--- src/rtl/vga_timing_gen.sv ---
// vga_timing_gen: programmable VGA sync/blank generator with a pixel-clock divider
// and a delay pipeline that aligns the renderer's colour with sync and blank.
module vga_timing_gen #(
    parameter int H_ACTIVE = 640,
    parameter int H_FP = 16,
    parameter int H_SYNC = 96,
    parameter int H_BP = 48,
    parameter int V_ACTIVE = 480,
    parameter int V_FP = 10,
    parameter int V_SYNC = 2,
    parameter int V_BP = 33,
    parameter int CLK_DIV = 2,
    parameter bit HS_POL = 1'b0,
    parameter bit VS_POL = 1'b0,
    parameter int PIPE_DLY = 2,
    localparam int H_TOTAL = H_ACTIVE + H_FP + H_SYNC + H_BP,
    localparam int V_TOTAL = V_ACTIVE + V_FP + V_SYNC + V_BP,
    localparam int HW = $clog2(H_TOTAL),
    localparam int VW = $clog2(V_TOTAL)
) (
    input  logic          clk,
    input  logic          reset,
    input  logic [23:0]   pixel_color,
    output logic [HW-1:0] pixel_x,
    output logic [VW-1:0] pixel_y,
    output logic          pix_en,
    output logic          active,
    output logic          line_start,
    output logic          frame_start,
    output logic [15:0]   frame_count,
    output logic [7:0]    VGA_R,
    output logic [7:0]    VGA_G,
    output logic [7:0]    VGA_B,
    output logic          VGA_CLK,
    output logic          VGA_HS,
    output logic          VGA_VS,
    output logic          VGA_BLANK_n,
    output logic          VGA_vBLANK,
    output logic          VGA_SYNC_n
);
    localparam int DW = $clog2(CLK_DIV);
    logic [DW-1:0] div_cnt, div_nxt;
    logic [HW-1:0] hcnt;
    logic [VW-1:0] vcnt;
    logic h_last, v_last, hs_a, vs_a, vblank_a;
    logic [PIPE_DLY-1:0] hs_d, vs_d, blank_d, vblank_d;
    logic [PIPE_DLY:0] blank_st;
    logic [23:0] rgb;

    assign pix_en = 32'(div_cnt) == CLK_DIV - 1;
    assign div_nxt = pix_en ? '0 : div_cnt + DW'(1);
    assign h_last = 32'(hcnt) == H_TOTAL - 1;
    assign v_last = 32'(vcnt) == V_TOTAL - 1;
    assign pixel_x = hcnt;
    assign pixel_y = vcnt;
    assign active = 32'(hcnt) < H_ACTIVE && 32'(vcnt) < V_ACTIVE;
    assign line_start = hcnt == '0 && div_cnt == '0;
    assign frame_start = line_start && vcnt == '0;
    assign hs_a = 32'(hcnt) >= H_ACTIVE + H_FP && 32'(hcnt) < H_ACTIVE + H_FP + H_SYNC;
    assign vs_a = 32'(vcnt) >= V_ACTIVE + V_FP && 32'(vcnt) < V_ACTIVE + V_FP + V_SYNC;
    assign vblank_a = 32'(vcnt) >= V_ACTIVE;
    // blank_st[k] is the blank flag delayed k clocks; index 0 is the raw flag
    assign blank_st = {blank_d, ~active};

    always_ff @(posedge clk) begin
        if (!reset) begin
            div_cnt <= '0;
            hcnt <= '0;
            vcnt <= '0;
            frame_count <= '0;
            hs_d <= '0;
            vs_d <= '0;
            blank_d <= '1;
            vblank_d <= '1;
            rgb <= '0;
            VGA_CLK <= 1'b0;
        end else begin
            div_cnt <= div_nxt;
            VGA_CLK <= 32'(div_nxt) >= CLK_DIV / 2;
            if (pix_en) begin
                hcnt <= h_last ? '0 : hcnt + HW'(1);
                if (h_last) begin
                    vcnt <= v_last ? '0 : vcnt + VW'(1);
                    if (v_last) frame_count <= frame_count + 16'd1;
                end
            end
            hs_d <= PIPE_DLY'({hs_d, hs_a});
            vs_d <= PIPE_DLY'({vs_d, vs_a});
            blank_d <= blank_st[PIPE_DLY-1:0];
            vblank_d <= PIPE_DLY'({vblank_d, vblank_a});
            rgb <= blank_st[PIPE_DLY-1] ? 24'h0 : pixel_color;
        end
    end

    assign VGA_HS = hs_d[PIPE_DLY-1] ? HS_POL : ~HS_POL;
    assign VGA_VS = vs_d[PIPE_DLY-1] ? VS_POL : ~VS_POL;
    assign VGA_BLANK_n = ~blank_st[PIPE_DLY];
    assign VGA_vBLANK = vblank_d[PIPE_DLY-1];
    assign VGA_SYNC_n = 1'b0;
    assign VGA_R = rgb[23:16];
    assign VGA_G = rgb[15:8];
    assign VGA_B = rgb[7:0];
endmodule

--- config.mk ---
export PLATFORM = sky130hd
export DESIGN_NAME = vga_timing_gen
export DESIGN_NICKNAME = d
export VERILOG_FILES = /design/src/rtl/vga_timing_gen.sv
export SDC_FILE = /design/constraint.sdc
export NUM_CORES = 1
export LEC_CHECK = 0
export CAP_MARGIN = 20
export CORE_MARGIN = 8
export CORE_UTILIZATION = 45
export DETAILED_ROUTE_END_ITERATION = 16
export PLACE_DENSITY = 0.87
export SYNTH_ARGS = -nofsm -noshare
export SYNTH_HDL_FRONTEND = slang
export SYNTH_SLANG_ARGS = --single-unit
--- constraint.sdc ---
create_clock -name clk -period 2.35 [get_ports clk]
set_input_delay 0.235 -clock clk [delete_from_list [all_inputs] [get_ports clk]]
set_output_delay 0.235 -clock clk [all_outputs]
set_load 0.02 [all_outputs]
==> flow_summary.json, run 1 <==
{
  "finalMaxSlewViolations": 0,
  "clk_pin_slew_ns": 0.08,
  "htreeDepth": 3,
  "synth_area_um2": 2870,
  "cp-end-kind": "output pin",
  "top_layer_used": "met4",
  "netlist_top_cells_area": "dfxtp_1, and2_1, a21oi_1, o31ai_1, or4_1",
  "syn2layout_area_growth_pct": 44.0,
  "fin_nets": 441,
  "cp_max_fo": 6,
  "post-dp-hpwl_mm": 5.81,
  "yosys.area.top_type": "dfxtp_1",
  "first_global_vias": 2612,
  "place_inst": 475,
  "routed_via_density": 5.44,
  "routabilityCongestion": 0.840,
  "clockBufferDepth": 2,
  "wl_met2_mm": 4.39,
  "synth-async-reset-ratio": 0,
  "core_area_um2": 6240,
  "layout-drive-gt1-share": 0.0870,
  "io_pins": 96,
  "vias": 2672,
  "crit_type": "flop to output pin",
  "io_buffers": 94,
  "die_w_um": 95.8,
  "drtAntennaViolNets": 0,
  "status": "finished clean",
  "final_cells": 491,
  "finClkSkew_ns": 0.00752,
  "diodes": 0,
  "ys.flop_type": "dfxtp_1",
  "final_area_um2": 4130,
  "m1WireLength_mm": 3.04,
  "post_dp_cell_area_um2": 3910,
  "period_needed_ns": 2.21,
  "synth_warnings": 0,
  "rsz0062_at_grt": "false",
  "drt-initial-drc-count": 113,
  "grt_antenna_before_repair": 0,
  "syn_inst": 308,
  "synthesis.nets": 340,
  "grt_usage": 0.176,
  "insertion_delay_ns": 0.35,
  "wl_met3_um": 507,
  "max_stage_delay_ns": 0.63,
  "finalSetupViolations": 0,
  "numCtsBuffers": 9,
  "slowest_stage": "clkdlybuf4s50_1",
  "arrival_ns": 1.97,
  "post_cts_buffers": 0,
  "placementRows": 29,
  "tns_ns": 0,
  "wirelength_mm": 8.10,
  "path_cells": "buf_4, nor4_1, and4_1, clkdlybuf4s50_1",
  "critPathLaunchType": "flop",
  "fill_cells": 482,
  "fmax_mhz": 453,
  "synth_top_cell_area_share": 0.482,
  "drc": 0,
  "ir_drop_mv": 0.342,
  "avgSynthCellArea_um2": 9.31,
  "cts_root_buf": "clkbuf_8",
  "gr-total-overflow": 0,
  "chipHeight_um": 95.8,
  "grt_pass1_wl_mm": 12.6,
  "worst_ep_required_time_ns": 2.12,
  "fp.dieArea_um2": 9180,
  "synth_seq_area_share": 0.482,
  "finalHoldViolCount": 0,
  "cellLeakagePower_uw": 0.00148,
  "cts_tree": "yes",
  "first_pass_iters": 4,
  "powerDensity_nw_per_um2": 584,
  "maxCapViolations": 0,
  "ys_seq_elements": 69,
  "clock_sinks": 69,
  "initial_core_util": 0.459,
  "wl_per_cell_um": 16.5,
  "yosysUniqueCellTypes": 41,
  "synth_edf_count": 0,
  "fin_crit_sh": 0.939,
  "min_path_type": "flop to flop",
  "grt_max_degree": 41
}
placed cells by master, fill, tap and decap left out, types with 8 or more instances in the layout:
cell             count
a21oi_1             22
and2_1              27
buf_4               14
clkbuf_8            10
clkdlybuf4s50_1     93
dfxtp_1             69
inv_1               11
nand2_1             14
nand3_1             14
nand4_1             13
nor2_1              20
o21ai_0              8
o31ai_1             14
or4_1               14
per-stage QoR:
step	setup slack [ns]	hold WS, ns	utilization	power (uW)
finish	0.144	0.421	0.661	2410
global route	0.0333	0.428	0.661	2490
CTS	0.139	0.424	0.661	2420
detailed placement	0.229	0.414	0.627	1430
global placement	0.262	0.396	0.627	1430
floorplan	0.374	0.357	-	1320
synthesized netlist by cell type (6+ instances only):
library cell / number
nor2_1: 20
xor2_1: 6
clkbuf_1: 10
o21ai_0: 8
a21oi_1: 22
inv_1: 11
or3_1: 6
and2_1: 27
nand2_1: 14
and4_1: 6
dfxtp_1: 69
nand3_1: 14
ha_1: 6
o31ai_1: 14
nand4_1: 13
or4_1: 14
logic make-up (layout without fill, tap and decap cells):
family / Yosys count / count (layout) / share of synthesized area
AND/OR/NAND/NOR: 141 / 141 / 0.301
flip-flops: 69 / 69 / 0.482
AO/OA/AOI/OAI: 49 / 49 / 0.103
buffers and inverters: 30 / 136 / 0.0498
XOR/XNOR: 11 / 11 / 0.0336
adder cells (fa/ha/maj): 6 / 6 / 0.0262
other: 1 / 1 / 0.00131
multiplexers: 1 / 1 / 0.00349
routing by layer:
metal,vias up,GRT usage
met5,-,0
met4,0,0.102
met3,11,0.0390
met2,96,0.305
met1,1260,0.195
li1,1305,-
power breakdown:
| part | switching, uW | internal [uW] |
|---|---|---|
| clock | 484 | 526 |
| combinational | 93.4 | 106 |
| sequential | 9.55 | 1190 |
| total | 587 | 1820 |
worst max-delay path: cells and delay by family (launching register included):
family,cells,cell delay (ns)
DFF,1,0.33
buffers and inverters,2,0.79
and+or+nand+nor,2,0.50
registers in the layout, summed over array words and instances, names as in the netlist:
register	flops
pixel_x	10
pixel_y	10
rgb	24
VGA_CLK	1
vblank_d	2
vs_d	2
blank_d	2
hs_d	2
frame_count	16
timing repair:
action	4_1_cts	5_1_grt
gates resized for setup	2	0
endpoints found under the hold margin	0	0
endpoints found under the setup margin	1	0
hold buffers	0	0
layout make-up:
class / instances / area (um^2) / area share
clock buffers: 10 / 138 / 0.0333
flip-flops and latches: 69 / 1380 / 0.335
well taps: 77 / 96.3 / 0.0233
multi-input cells: 209 / 1350 / 0.327
inverters: 12 / 45.0 / 0.0109
clock inverters: 6 / 71.3 / 0.0173
repair buffers: 108 / 1040 / 0.253
worst paths after layout:
check,start,endpoint,slack (ns),cells past startpoint
min,vblank_d[0],vblank_d[1],0.42,1
min reg2reg,vblank_d[0],vblank_d[1],0.42,1
max,pixel_x[2],line_start,0.14,4
max reg2reg,pixel_x[0],frame_count[10],0.16,6
Power figures use the tool's default switching activity.
==> run 2: changes to the inputs <==
--- a/constraint.sdc
+++ b/constraint.sdc
@@ -3,2 +3,2 @@
 set_output_delay 0.235 -clock clk [all_outputs]
-set_load 0.02 [all_outputs]
+set_load 0.05 [all_outputs]
==> flow_summary.json, run 2 (synthesis results as in run 1) <==
{
  "powerDensity_nw_per_um2": 619,
  "cp_max_fo": 35,
  "io_pins": 96,
  "diodes": 0,
  "fp.dieArea_um2": 9180,
  "regArea_um2": 1380,
  "layout_common_cells": "clkdlybuf4s50_1, dfxtp_1, and2_1",
  "tns_ns": 0,
  "grt_antenna_before_repair": 0,
  "drt-initial-drc-count": 138,
  "period_needed_ns": 2.19,
  "largest_reg_flops": 24,
  "cp-end-kind": "flop",
  "relSlewSlack": 0.631,
  "fin_nets": 448,
  "grt_max_degree": 36,
  "finalMaxSlewViolations": 0,
  "crit_type": "flop to flop",
  "post-dp-hpwl_mm": 5.96,
  "worst_pin_slew_ns": 0.551,
  "top_register": "rgb",
  "slowest_stage": "or4_1",
  "min_path_type": "input pin to flop",
  "path_cells": "ha_1, and4_1, nand4_4, or4_1, a21oi_1",
  "layout-drive-gt1-share": 0.109,
  "grt_usage": 0.177,
  "clk_pin_slew_ns": 0.08,
  "gr-total-overflow": 0,
  "core_area_um2": 6240,
  "routabilityCongestion": 0.871,
  "status": "finished clean",
  "wirelength_mm": 8.24,
  "final_common_cell": "clkdlybuf4s50_1",
  "drc": 0,
  "path_buf_inv": 0,
  "grt_pass1_wl_mm": 12.7,
  "chipHeight_um": 95.8,
  "finClkSkew_ns": 0.00746,
  "drtAntennaViolNets": 0,
  "htreeDepth": 3,
  "first_pass_iters": 4,
  "clock_sinks": 69,
  "io_buffers": 94,
  "fill_cells": 487,
  "first_global_vias": 2555,
  "power_uw": 2610,
  "insertion_delay_ns": 0.35,
  "max_stage_delay_ns": 0.63,
  "maxCapViolations": 0,
  "syn2layout_area_growth_pct": 46.8,
  "critPathLaunchType": "flop",
  "rsz0062_at_grt": "false",
  "cp_top_family": "simple AND/OR/NAND/NOR gates",
  "worst_ep_required_time_ns": 2.63,
  "fin_crit_sh": 0.933,
  "final_util": 0.674,
  "finalHoldViolCount": 0,
  "arrival_ns": 2.47,
  "die_w_um": 95.8,
  "cts_tree": "yes",
  "fmax_mhz": 456,
  "placementRows": 29,
  "numCtsBuffers": 9,
  "clockBufferDepth": 2,
  "finalSetupViolations": 0,
  "ir_drop_mv": 0.468,
  "cellLeakagePower_uw": 0.00153,
  "cts_root_buf": "clkbuf_8",
  "multi_input_area_um2": 1350,
  "wl_per_cell_um": 16.5,
  "reg_top3": "rgb: 24 flops, frame_count: 16 flops",
  "vias": 2711,
  "routed_via_density": 5.44,
  "initial_core_util": 0.459
}
==> run 2: cell types whose count changed in the layout (fill, tap and decap cells not counted), sizes merged <==
| cell | delta |
|---|---|
| clkbuf | -1 |
| clkinvlp | -2 |
| bufinv | +1 |
| clkdlybuf4s50 | -2 |
| buf | +9 |
| inv | +3 |
| clkinv | -1 |
==> run 2: timing repair <==
item                       in CTS  in global routing
resized for setup               1                  2
setup buffers                   0                  0
pin swaps                       0                  0
hold buffers                    0                  0
setup endpoints to repair       1                  1
==> run 2: final timing paths <==
path,startpoint,to,slack (ns),cells past startpoint
worst max-delay path,pixel_x[1],pixel_y[7],0.16,5
worst min-delay path,pixel_color[10],rgb[10],0.43,2
worst max register to register,pixel_x[1],pixel_y[7],0.16,5
worst min register to register,vblank_d[0],vblank_d[1],0.43,1
==> run 2: layout make-up <==
cell class	count	share of cell area
Clock inverter	7	0.0247
Inverter	12	0.0107
Sequential cell	69	0.328
Timing Repair Buffer	115	0.262
Clock buffer	9	0.0294
Multi-Input combinational cell	209	0.322
Tap cell	77	0.0229
==> run 2: where the power goes <==
part | leakage, uW | internal [uW] | total (uW) | switching [uW]
clock network | 0.000115 | 614 | 1120 | 510
logic | 0.000855 | 115 | 280 | 166
registers | 0.000561 | 1190 | 1200 | 8.28
total | 0.00153 | 1920 | 2610 | 684
==> run 2: through the flow <==
stage                     std cells  hold WS, ns  setup WS [ns]  cell area, um^2
after detailed placement        482        0.408          0.194             3970
after global placement          482        0.392          0.313             3970
after global routing            498        0.429         0.0236             4210
after CTS                       498        0.414          0.161             4200
after floorplan                 308        0.357         0.0594             2870
final                           498        0.433          0.157             4210
==> run 2: layer usage <==
layer | vias up | track usage | share of wire
met5 | - | 0 | 0
met4 | 0 | 0.0794 | 0.024
met2 | 77 | 0.295 | 0.52
met1 | 1296 | 0.209 | 0.40
met3 | 14 | 0.0452 | 0.053
li1 | 1324 | - | -
